--- src/rtl/two_bit_divider_if.sv ---
// Request/result bundle for two_bit_divider: start handshake, operands and registered results.
// The master drives the request; the divider (slave) returns quotient, remainder and status.
interface two_bit_divider_if;
    logic       start;
    logic [3:0] dividend;
    logic [1:0] divisor;
    logic [3:0] quotient;
    logic [1:0] remainder;
    logic       busy;
    logic       done;
    logic       dz;

    modport master (
        output start,
        output dividend,
        output divisor,
        input  quotient,
        input  remainder,
        input  busy,
        input  done,
        input  dz
    );

    modport slave (
        input  start,
        input  dividend,
        input  divisor,
        output quotient,
        output remainder,
        output busy,
        output done,
        output dz
    );
endinterface

--- src/rtl/two_bit_divider.sv ---
// Sequential 4-bit by 2-bit restoring divider, one quotient bit per clock, MSB first.
// Optional macro TWO_BIT_DIVIDER_DZ_FAST_EN: divide-by-zero completes one cycle after start with dz.
module two_bit_divider (
    input  logic             clk,
    input  logic             rst,
    two_bit_divider_if.slave bus
);

    typedef enum logic {StIdle, StRun} state_e;

    state_e     state_q, state_d;
    logic [1:0] cnt_q, cnt_d;
    logic [3:0] dvd_q, dvd_d;
    logic [1:0] dvs_q, dvs_d;
    logic [1:0] rem_q, rem_d;
    logic [3:0] qw_q, qw_d;
    logic [3:0] quotient_q, quotient_d;
    logic [1:0] remainder_q, remainder_d;
    logic       busy_q, busy_d;
    logic       done_q, done_d;
    logic       dz_q, dz_d;

    logic [2:0] shifted;
    logic       ge;
    logic [1:0] step_rem;

    // One restoring step. dvd_q shifts left so its MSB is always the next bit to bring down.
    // The subtraction is done modulo 4: a successful step always leaves rem < divisor <= 3.
    always_comb begin
        shifted  = {rem_q, dvd_q[3]};
        ge       = (shifted >= {1'b0, dvs_q});
        step_rem = ge ? (shifted[1:0] - dvs_q) : shifted[1:0];
    end

    always_comb begin
        state_d     = state_q;
        cnt_d       = cnt_q;
        dvd_d       = dvd_q;
        dvs_d       = dvs_q;
        rem_d       = rem_q;
        qw_d        = qw_q;
        quotient_d  = quotient_q;
        remainder_d = remainder_q;
        busy_d      = busy_q;
        done_d      = 1'b0;
        dz_d        = dz_q;

        unique case (state_q)
            StIdle: begin
                if (bus.start) begin
                    dvd_d   = bus.dividend;
                    dvs_d   = bus.divisor;
                    rem_d   = 2'd0;
                    qw_d    = 4'd0;
                    cnt_d   = 2'd0;
                    busy_d  = 1'b1;
                    state_d = StRun;
                end
            end
            StRun: begin
`ifdef TWO_BIT_DIVIDER_DZ_FAST_EN
                if (dvs_q == 2'd0) begin
                    quotient_d  = 4'hF;
                    remainder_d = dvd_q[1:0];
                    dz_d        = 1'b1;
                    done_d      = 1'b1;
                    busy_d      = 1'b0;
                    state_d     = StIdle;
                end else
`endif
                begin
                    rem_d = step_rem;
                    qw_d  = {qw_q[2:0], ge};
                    dvd_d = {dvd_q[2:0], 1'b0};
                    cnt_d = cnt_q + 2'd1;
                    if (cnt_q == 2'd3) begin
                        quotient_d  = {qw_q[2:0], ge};
                        remainder_d = step_rem;
                        dz_d        = 1'b0;
                        done_d      = 1'b1;
                        busy_d      = 1'b0;
                        state_d     = StIdle;
                    end
                end
            end
            default: begin
                state_d = StIdle;
                busy_d  = 1'b0;
            end
        endcase
    end

    always_ff @(posedge clk) begin
        if (rst) begin
            state_q     <= StIdle;
            cnt_q       <= 2'd0;
            dvd_q       <= 4'd0;
            dvs_q       <= 2'd0;
            rem_q       <= 2'd0;
            qw_q        <= 4'd0;
            quotient_q  <= 4'd0;
            remainder_q <= 2'd0;
            busy_q      <= 1'b0;
            done_q      <= 1'b0;
            dz_q        <= 1'b0;
        end else begin
            state_q     <= state_d;
            cnt_q       <= cnt_d;
            dvd_q       <= dvd_d;
            dvs_q       <= dvs_d;
            rem_q       <= rem_d;
            qw_q        <= qw_d;
            quotient_q  <= quotient_d;
            remainder_q <= remainder_d;
            busy_q      <= busy_d;
            done_q      <= done_d;
            dz_q        <= dz_d;
        end
    end

    assign bus.quotient  = quotient_q;
    assign bus.remainder = remainder_q;
    assign bus.busy      = busy_q;
    assign bus.done      = done_q;
    assign bus.dz        = dz_q;

endmodule
--- src/flat_wrapper.sv ---
// flat-port wrapper written by rule: the top's interface ports become plain ports
module two_bit_divider_flat 
  (clk, rst, bus_start, bus_dividend, bus_divisor, bus_quotient, bus_remainder, bus_busy, bus_done, bus_dz);
  two_bit_divider_if bus_i ();
  input  logic clk;
  input  logic rst;
  input wire logic [$bits(bus_i.start)-1:0] bus_start;
  input wire logic [$bits(bus_i.dividend)-1:0] bus_dividend;
  input wire logic [$bits(bus_i.divisor)-1:0] bus_divisor;
  output wire logic [$bits(bus_i.quotient)-1:0] bus_quotient;
  output wire logic [$bits(bus_i.remainder)-1:0] bus_remainder;
  output wire logic [$bits(bus_i.busy)-1:0] bus_busy;
  output wire logic [$bits(bus_i.done)-1:0] bus_done;
  output wire logic [$bits(bus_i.dz)-1:0] bus_dz;
  assign bus_i.start = bus_start;
  assign bus_i.dividend = bus_dividend;
  assign bus_i.divisor = bus_divisor;
  assign bus_quotient = bus_i.quotient;
  assign bus_remainder = bus_i.remainder;
  assign bus_busy = bus_i.busy;
  assign bus_done = bus_i.done;
  assign bus_dz = bus_i.dz;
  two_bit_divider u_core (.clk(clk), .rst(rst), .bus(bus_i));
endmodule
--- config.mk ---
export PLATFORM = sky130hd
export DESIGN_NAME = two_bit_divider_flat
export DESIGN_NICKNAME = d
export VERILOG_FILES = /design/src/rtl/two_bit_divider_if.sv /design/src/rtl/two_bit_divider.sv /design/src/flat_wrapper.sv
export SDC_FILE = /design/constraint.sdc
export NUM_CORES = 1
export LEC_CHECK = 0
export ABC_CLOCK_PERIOD_IN_PS = 5000
export BUFFER_PORTS_ARGS = -buffer_cell sky130_fd_sc_hd__buf_2
export CAP_MARGIN = 25
export CORE_ASPECT_RATIO = 1.75
export CORE_MARGIN = 1
export CORE_UTILIZATION = 30
export CTS_BUF_LIST = sky130_fd_sc_hd__clkbuf_2 sky130_fd_sc_hd__clkbuf_4 sky130_fd_sc_hd__clkbuf_8
export DETAILED_ROUTE_END_ITERATION = 16
export PLACE_DENSITY = 0.56
export REMOVE_ABC_BUFFERS = 1
export SLEW_MARGIN = 20
export SYNTH_ARGS = -nofsm -noshare
export SYNTH_HDL_FRONTEND = slang
export SYNTH_SLANG_ARGS = --single-unit
export TNS_END_PERCENT = 20
--- constraint.sdc ---
create_clock -name clk -period 5 [get_ports clk]
set_clock_uncertainty 0.2 [all_clocks]
set_input_delay 0.25 -clock clk [delete_from_list [all_inputs] [get_ports clk]]
set_output_delay 0.25 -clock clk [all_outputs]
set_load 0.02 [all_outputs]
Yosys cells after proc, flatten, opt, wreduce, memory -nomap -nowiden
Index checks and enable logic that the tools add are counted.
Operators by class
  reductions and logical operators: 4
  $add $sub $neg: 2
  equal/unequal tests: 3
  bitwise operators: 1
  order comparisons: 1
  muxes and demuxes: 15
Operators with widths (count)
  $pmux W2 S2: 2
  $pmux W4 S2: 1
  $pmux W3 S2: 1
  $reduce_and A2 Y1: 3
  $mux W1: 5
  $mux W2: 2
  $mux W4: 1
  $ne A2 B2 Y1 const B: 2
  $pmux W1 S2: 2
  $ge A3 B2 Y1: 1
  $mux W3: 1
  $add A2 B1 Y2 const B: 1
  $eq A2 B2 Y1 const B: 1
  $reduce_or A2 Y1: 1
  $sub A2 B2 Y2: 1
  $not A1 Y1: 1
Word-level totals
  input port bits: 9
  output and inout bits: 9
  word-level logic and storage cells: 36
  flip-flop bits (word level): 22

Logic depth before layout (Yosys ltp)
  depth after elaboration: 3
  depth in mapped cells: 6
  mapped depth without buffers: 6

Least setup slack after synthesis
Ideal clock, no wire load.
  path kind: register to register
  start: reg u_core.dvd_q[3]
  end: reg u_core.rem_q[1]
  arrival: 1.356 ns
  path buffers: 0
  stages on the path, launching flop included: 7
  setup time: 0.117 ns
  setup slack: 3.327 ns
  cell sequence: dfxtp_1 -> inv_1 -> ha_1 -> a2111oi_1 -> a211oi_2 -> a21oi_1 -> nor2_1
On the way
  word-level cells in the longest chain between the ends: 3
RTL lines
  start: declaration: line two_bit_divider.sv:13  | logic [3:0] dvd_q, dvd_d;
  start signal: assignment: line two_bit_divider.sv:109  | dvd_q <= dvd_d;
  $ge A3 B2 Y1 or $sub A2 B2 Y2 (tied branches): line two_bit_divider.sv:31, two_bit_divider.sv:32
  $mux W2 (*): line two_bit_divider.sv:32  | step_rem = ge ? (shifted[1:0] - dvs_q) : shifted[1:0];
  $pmux W2 S2 (*): line two_bit_divider.sv:48  | unique case (state_q)
  end signal: assignment: line two_bit_divider.sv:111  | rem_q <= rem_d;
  end: declaration: line two_bit_divider.sv:15  | logic [1:0] rem_q, rem_d;
Mark *: on every way between the ends. The rest lies on a longest branch, timed or not.
A chain may end at the register's enable or synchronous reset.

Final worst setup path
Same ends and word-level chain as after synthesis.

==> impl.org <==
** Clock tree
- Hold buffer count at CTS :: 0
- Resize count post-CTS :: 0
- Number of H-tree branching levels :: 1
- In this run the deepest clock path goes through 2 buffers.
- CTS tree :: yes
- Worst-skew pair later-pin latency :: 0.26 ns
- Number of buffers created by CTS :: 3
- TritonCTS sink count :: 22
- The root buffer cell chosen for the clock tree is sky130_fd_sc_hd__clkbuf_8.
- After clock tree synthesis, the setup repair step added 0 buffers.
- Clock transition at the registers of the reported paths :: 0.08 ns

** Global routing
- The via count of the first global-routing pass was 652.
- Initial antenna violation count :: 0
- Entering global routing, the biggest net connects 25 pins.
- The first global-routing pass estimated 2860 µm of wire.
- Global-route usage over all layers :: 10.8%
- After global routing the overflow that remains totals 0.

** Yosys
- The cell area that synthesis handed to floorplanning was 950 µm².
- Synthesized instance count :: 108
- Synthesis inferred 22 register bits.
- The share of the Yosys chip area taken by registers is 46.4%.
- Number of different library cells in the post-synthesis netlist :: 26
- Average cell area after synthesis :: 8.79 µm²
- Count of yosys warnings during synthesis :: 0

** Timing
- Worst-case headroom to the max-slew limit :: 50.7%
- Final critical-path share of the clock period :: 36.1%
- Setup TNS after final layout :: 0 ns
- The final-report max-slew violation count is 0.
- For the pin with the worst max-slew slack, the measured transition is 0.739 ns.
- Count of final setup violators :: 0
- Highest attainable clock frequency :: 555 MHz
- Counting I/O delays and the setup requirement, the final critical path takes 1.80 ns.
- Setup repair after global routing missed its margin :: false
- Final hold violation count :: 0

** Power and ir drop
- Combinational group share of total power :: 9.9%
- Switching pwr :: 0.0852 mW
- Peak ir drop on the vdd network :: 0.000172 V
- Summed over all cells, the static leakage comes to 0.449 nW.
- Total power divided by cell area :: 356 mW/mm²
- The share of total power dissipated in the clock network is 42.0%.
- Seq pwr share :: 48.1%
- Sw Share :: 21.7%
- Internal power component :: 0.307 mW

** Floorplan
- The initialized floorplan defines 26 standard-cell rows.
- The die is 44.5 µm wide.
- Effective utilization at floorplan :: 32.1%
- Io pins :: 18
- Core area :: 0.00296 mm²
- Overall die height :: 76.4 µm
- Die Footprint :: 0.00340 mm²

** Setup path
- Largest fanout of any net on the critical path :: 3
- The worst register-to-register path ends at u_core.rem_q[1].
- Measured in cells, the most critical reg-to-reg path has a length of 6.
- STA classifies the critical path endpoint as a flop.
- Worst-case register-to-register setup slack :: 3.20 ns
- For this run, the slowest stage of the critical path takes 0.47 ns.
- Count of buffer and inverter cells on the critical path :: 1
- In this design, the largest share of critical-path delay is due to compound AO/OA/AOI/OAI gates.
- STA classifies the critical path startpoint as a flop.
- Walking the worst path, the cells encountered are inv_1, ha_1, a2111oi_1, a211oi_2, a21oi_1, nor2_1.
- Classification of the worst setup path :: reg -> reg
- Reg2Reg Launch Point :: u_core.dvd_q[3]
- Cell with the biggest individual delay on the critical path :: sky130_fd_sc_hd__a2111oi_1
- For the worst setup path, the data required time is 4.94 ns.
- Data on the critical path arrives at its endpoint at 1.74 ns.

** Placed design
- Final estimated routing congestion in global placement :: 0.727
- Post-detailed-placement half-perimeter wirelength :: 1230 µm
- Buffers added on ports :: 16
- Number of placed instances with taps included :: 159

** Worst hold path
- The worst hold path passes through 3 cells.
- The path with the worst hold slack has its endpoint at u_core.dvs_q[1].
- Hold Startpoint :: bus_divisor[1]
- Tightest Hold Check Type :: in -> reg

** Detailed routing
- Vias :: 728
- For this run, the detailed router's first-pass iteration total came to 3.
- In this run the remaining antenna-violating nets after routing total 0.
- Via count normalized by instance count :: 4.47
- Final wirelength :: 1660 µm
- Residual DRC :: 0
- Routed length per instance :: 10.2 µm
- Starting DRT DRC Count :: 12

** Cells and area
- The layout has 325 filler cells.
- # diodes :: 0
- For this run, the post-layout net count is 134.
- Non-filler instance count after layout :: 163
- Growth of design area from synthesis to finish :: 16.1%
- Share of cells above drive strength 1 :: 19.8%

** Status
- The flow ran to the end, and the final reports show no timing, DRC or antenna violations.

** Job
- Count of max-cap constraint violations :: 0
[through the flow]
| stage | setup WS, ns | util, % | hold WS [ns] | instance area (µm²) | power [mW] |
|---|---|---|---|---|---|
| after floorplan | 3.33 | - | 0.119 | 898 | 0.219 |
| after global placement | 3.26 | 34.8 | 0.236 | 1030 | 0.230 |
| after detailed placement | 3.19 | 34.8 | 0.241 | 1030 | 0.232 |
| after CTS | 3.18 | 37.2 | 0.0250 | 1100 | 0.397 |
| after global routing | 3.00 | 37.2 | 0.0533 | 1100 | 0.411 |
| final | 3.20 | 37.2 | 0.0260 | 1100 | 0.392 |
[worst max-delay path by stage]
| stage | cells past startpoint | to | start | slack [ns] |
|---|---|---|---|---|
| floorplan | 6 | u_core.rem_q[1] | u_core.dvd_q[3] | 3.33 |
| global route | 6 | u_core.rem_q[1] | u_core.dvd_q[3] | 3.00 |
| CTS | 6 | u_core.rem_q[1] | u_core.dvd_q[3] | 3.18 |
| detailed placement | 6 | u_core.rem_q[1] | u_core.dvd_q[3] | 3.19 |
| finish | 6 | u_core.rem_q[1] | u_core.dvd_q[3] | 3.20 |
| global placement | 6 | u_core.rem_q[1] | u_core.dvd_q[3] | 3.26 |
[routing by layer]
layer / track usage [%] / up-vias / share of wire [%]
met2: 17.6 / 15 / 50
met3: 1.66 / 4 / 3.3
li1: - / 389 / -
met1: 13.6 / 320 / 45
met5: 0 / - / 0
met4: 4.55 / 0 / 1.6
[tightest hold or removal path, delay by kind of cell]
kind / cells / cell delay, ns
buffers and inverters: 1 / 0.08
and+or+nand+nor: 1 / 0.07
AOI/OAI and AO/OA: 1 / 0.05
[state kept, by name, indices dropped and copies added (netlist names)]
register,count
u_core.bus.busy,1
u_core.cnt_q,2
u_core.bus.quotient,4
u_core.qw_q,3
u_core.rem_q,2
u_core.dvd_q,4
u_core.state_q,1
u_core.bus.done,1
u_core.dvs_q,2
u_core.bus.remainder,2
[power by group through the flow]
stage / logic [mW] / registers (mW) / clock network [mW]
global route: 0.0443 / 0.190 / 0.176
global placement: 0.0378 / 0.193 / 0
CTS: 0.0393 / 0.189 / 0.169
detailed placement: 0.0391 / 0.193 / 0
floorplan: 0.0266 / 0.192 / 0
finish: 0.0387 / 0.189 / 0.165
[cells in the final DEF, fill, tap and decap left out]
master | synthesis | final
sky130_fd_sc_hd__nor2b_1 | 2 | 2
sky130_fd_sc_hd__dfxtp_1 | 22 | 22
sky130_fd_sc_hd__nor3b_1 | 5 | 5
sky130_fd_sc_hd__nor2_1 | 19 | 19
sky130_fd_sc_hd__bufinv_16 | 0 | 1
sky130_fd_sc_hd__buf_2 | 2 | 16
sky130_fd_sc_hd__nand2b_1 | 2 | 2
sky130_fd_sc_hd__mux2i_1 | 6 | 6
sky130_fd_sc_hd__o31ai_1 | 1 | 1
sky130_fd_sc_hd__and2b_2 | 1 | 1
sky130_fd_sc_hd__a2111oi_1 | 1 | 1
sky130_fd_sc_hd__nand2_1 | 11 | 11
sky130_fd_sc_hd__nor3_1 | 2 | 2
sky130_fd_sc_hd__or2_4 | 1 | 1
sky130_fd_sc_hd__inv_1 | 2 | 2
sky130_fd_sc_hd__clkbuf_8 | 0 | 3
sky130_fd_sc_hd__conb_1 | 1 | 1
sky130_fd_sc_hd__a211oi_2 | 1 | 1
sky130_fd_sc_hd__a211oi_1 | 1 | 1
sky130_fd_sc_hd__o31a_1 | 1 | 1
sky130_fd_sc_hd__a21oi_1 | 17 | 17
sky130_fd_sc_hd__ha_1 | 3 | 3
sky130_fd_sc_hd__and2_1 | 1 | 1
sky130_fd_sc_hd__or3b_2 | 1 | 1
[final cells by class]
cell class                 count  area, µm²  area share (%)
clock buffer                   3       41.3            3.75
clock inverter                 1       30.0            2.72
inverter                       2       7.51           0.681
multi-input combinational     77        450            40.9
sequential                    22        440            40.0
tap                           42       52.6            4.77
timing repair buffer          16       80.1            7.26
[kinds of logic after synthesis]
| group | Yosys count | share of synthesized area, % |
|---|---|---|
| AO/OA/AOI/OAI | 22 | 13.8 |
| flip-flops | 22 | 46.4 |
| other | 1 | 0.395 |
| AND/OR/NAND/NOR | 45 | 22.9 |
| buffers and inverters | 9 | 6.19 |
| multiplexers | 6 | 6.32 |
| adder cells (fa/ha/maj) | 3 | 3.95 |
[synthesized netlist by cell type]
library cell,n,area [µm²]
sky130_fd_sc_hd__dfxtp_1,22,440
sky130_fd_sc_hd__nor2_1,19,71.3
sky130_fd_sc_hd__a21oi_1,17,85.1
sky130_fd_sc_hd__nand2_1,11,41.3
sky130_fd_sc_hd__mux2i_1,6,60.1
sky130_fd_sc_hd__nor3b_1,5,37.5
sky130_fd_sc_hd__ha_1,3,37.5
sky130_fd_sc_hd__buf_2,2,10.0
sky130_fd_sc_hd__buf_6,2,22.5
sky130_fd_sc_hd__inv_1,2,7.51
sky130_fd_sc_hd__nand2b_1,2,12.5
sky130_fd_sc_hd__nor2b_1,2,12.5
sky130_fd_sc_hd__nor3_1,2,10.0
sky130_fd_sc_hd__a2111oi_1,1,10.0
sky130_fd_sc_hd__a211oi_1,1,7.51
sky130_fd_sc_hd__a211oi_2,1,12.5
sky130_fd_sc_hd__and2_1,1,6.26
sky130_fd_sc_hd__and2b_2,1,8.76
sky130_fd_sc_hd__buf_4,1,7.51
sky130_fd_sc_hd__clkbuf_1,1,3.75
sky130_fd_sc_hd__clkbuf_4,1,7.51
sky130_fd_sc_hd__conb_1,1,3.75
sky130_fd_sc_hd__o31a_1,1,8.76
sky130_fd_sc_hd__o31ai_1,1,7.51
sky130_fd_sc_hd__or2_4,1,8.76
sky130_fd_sc_hd__or3b_2,1,8.76
(Power assumes the default switching activity.)
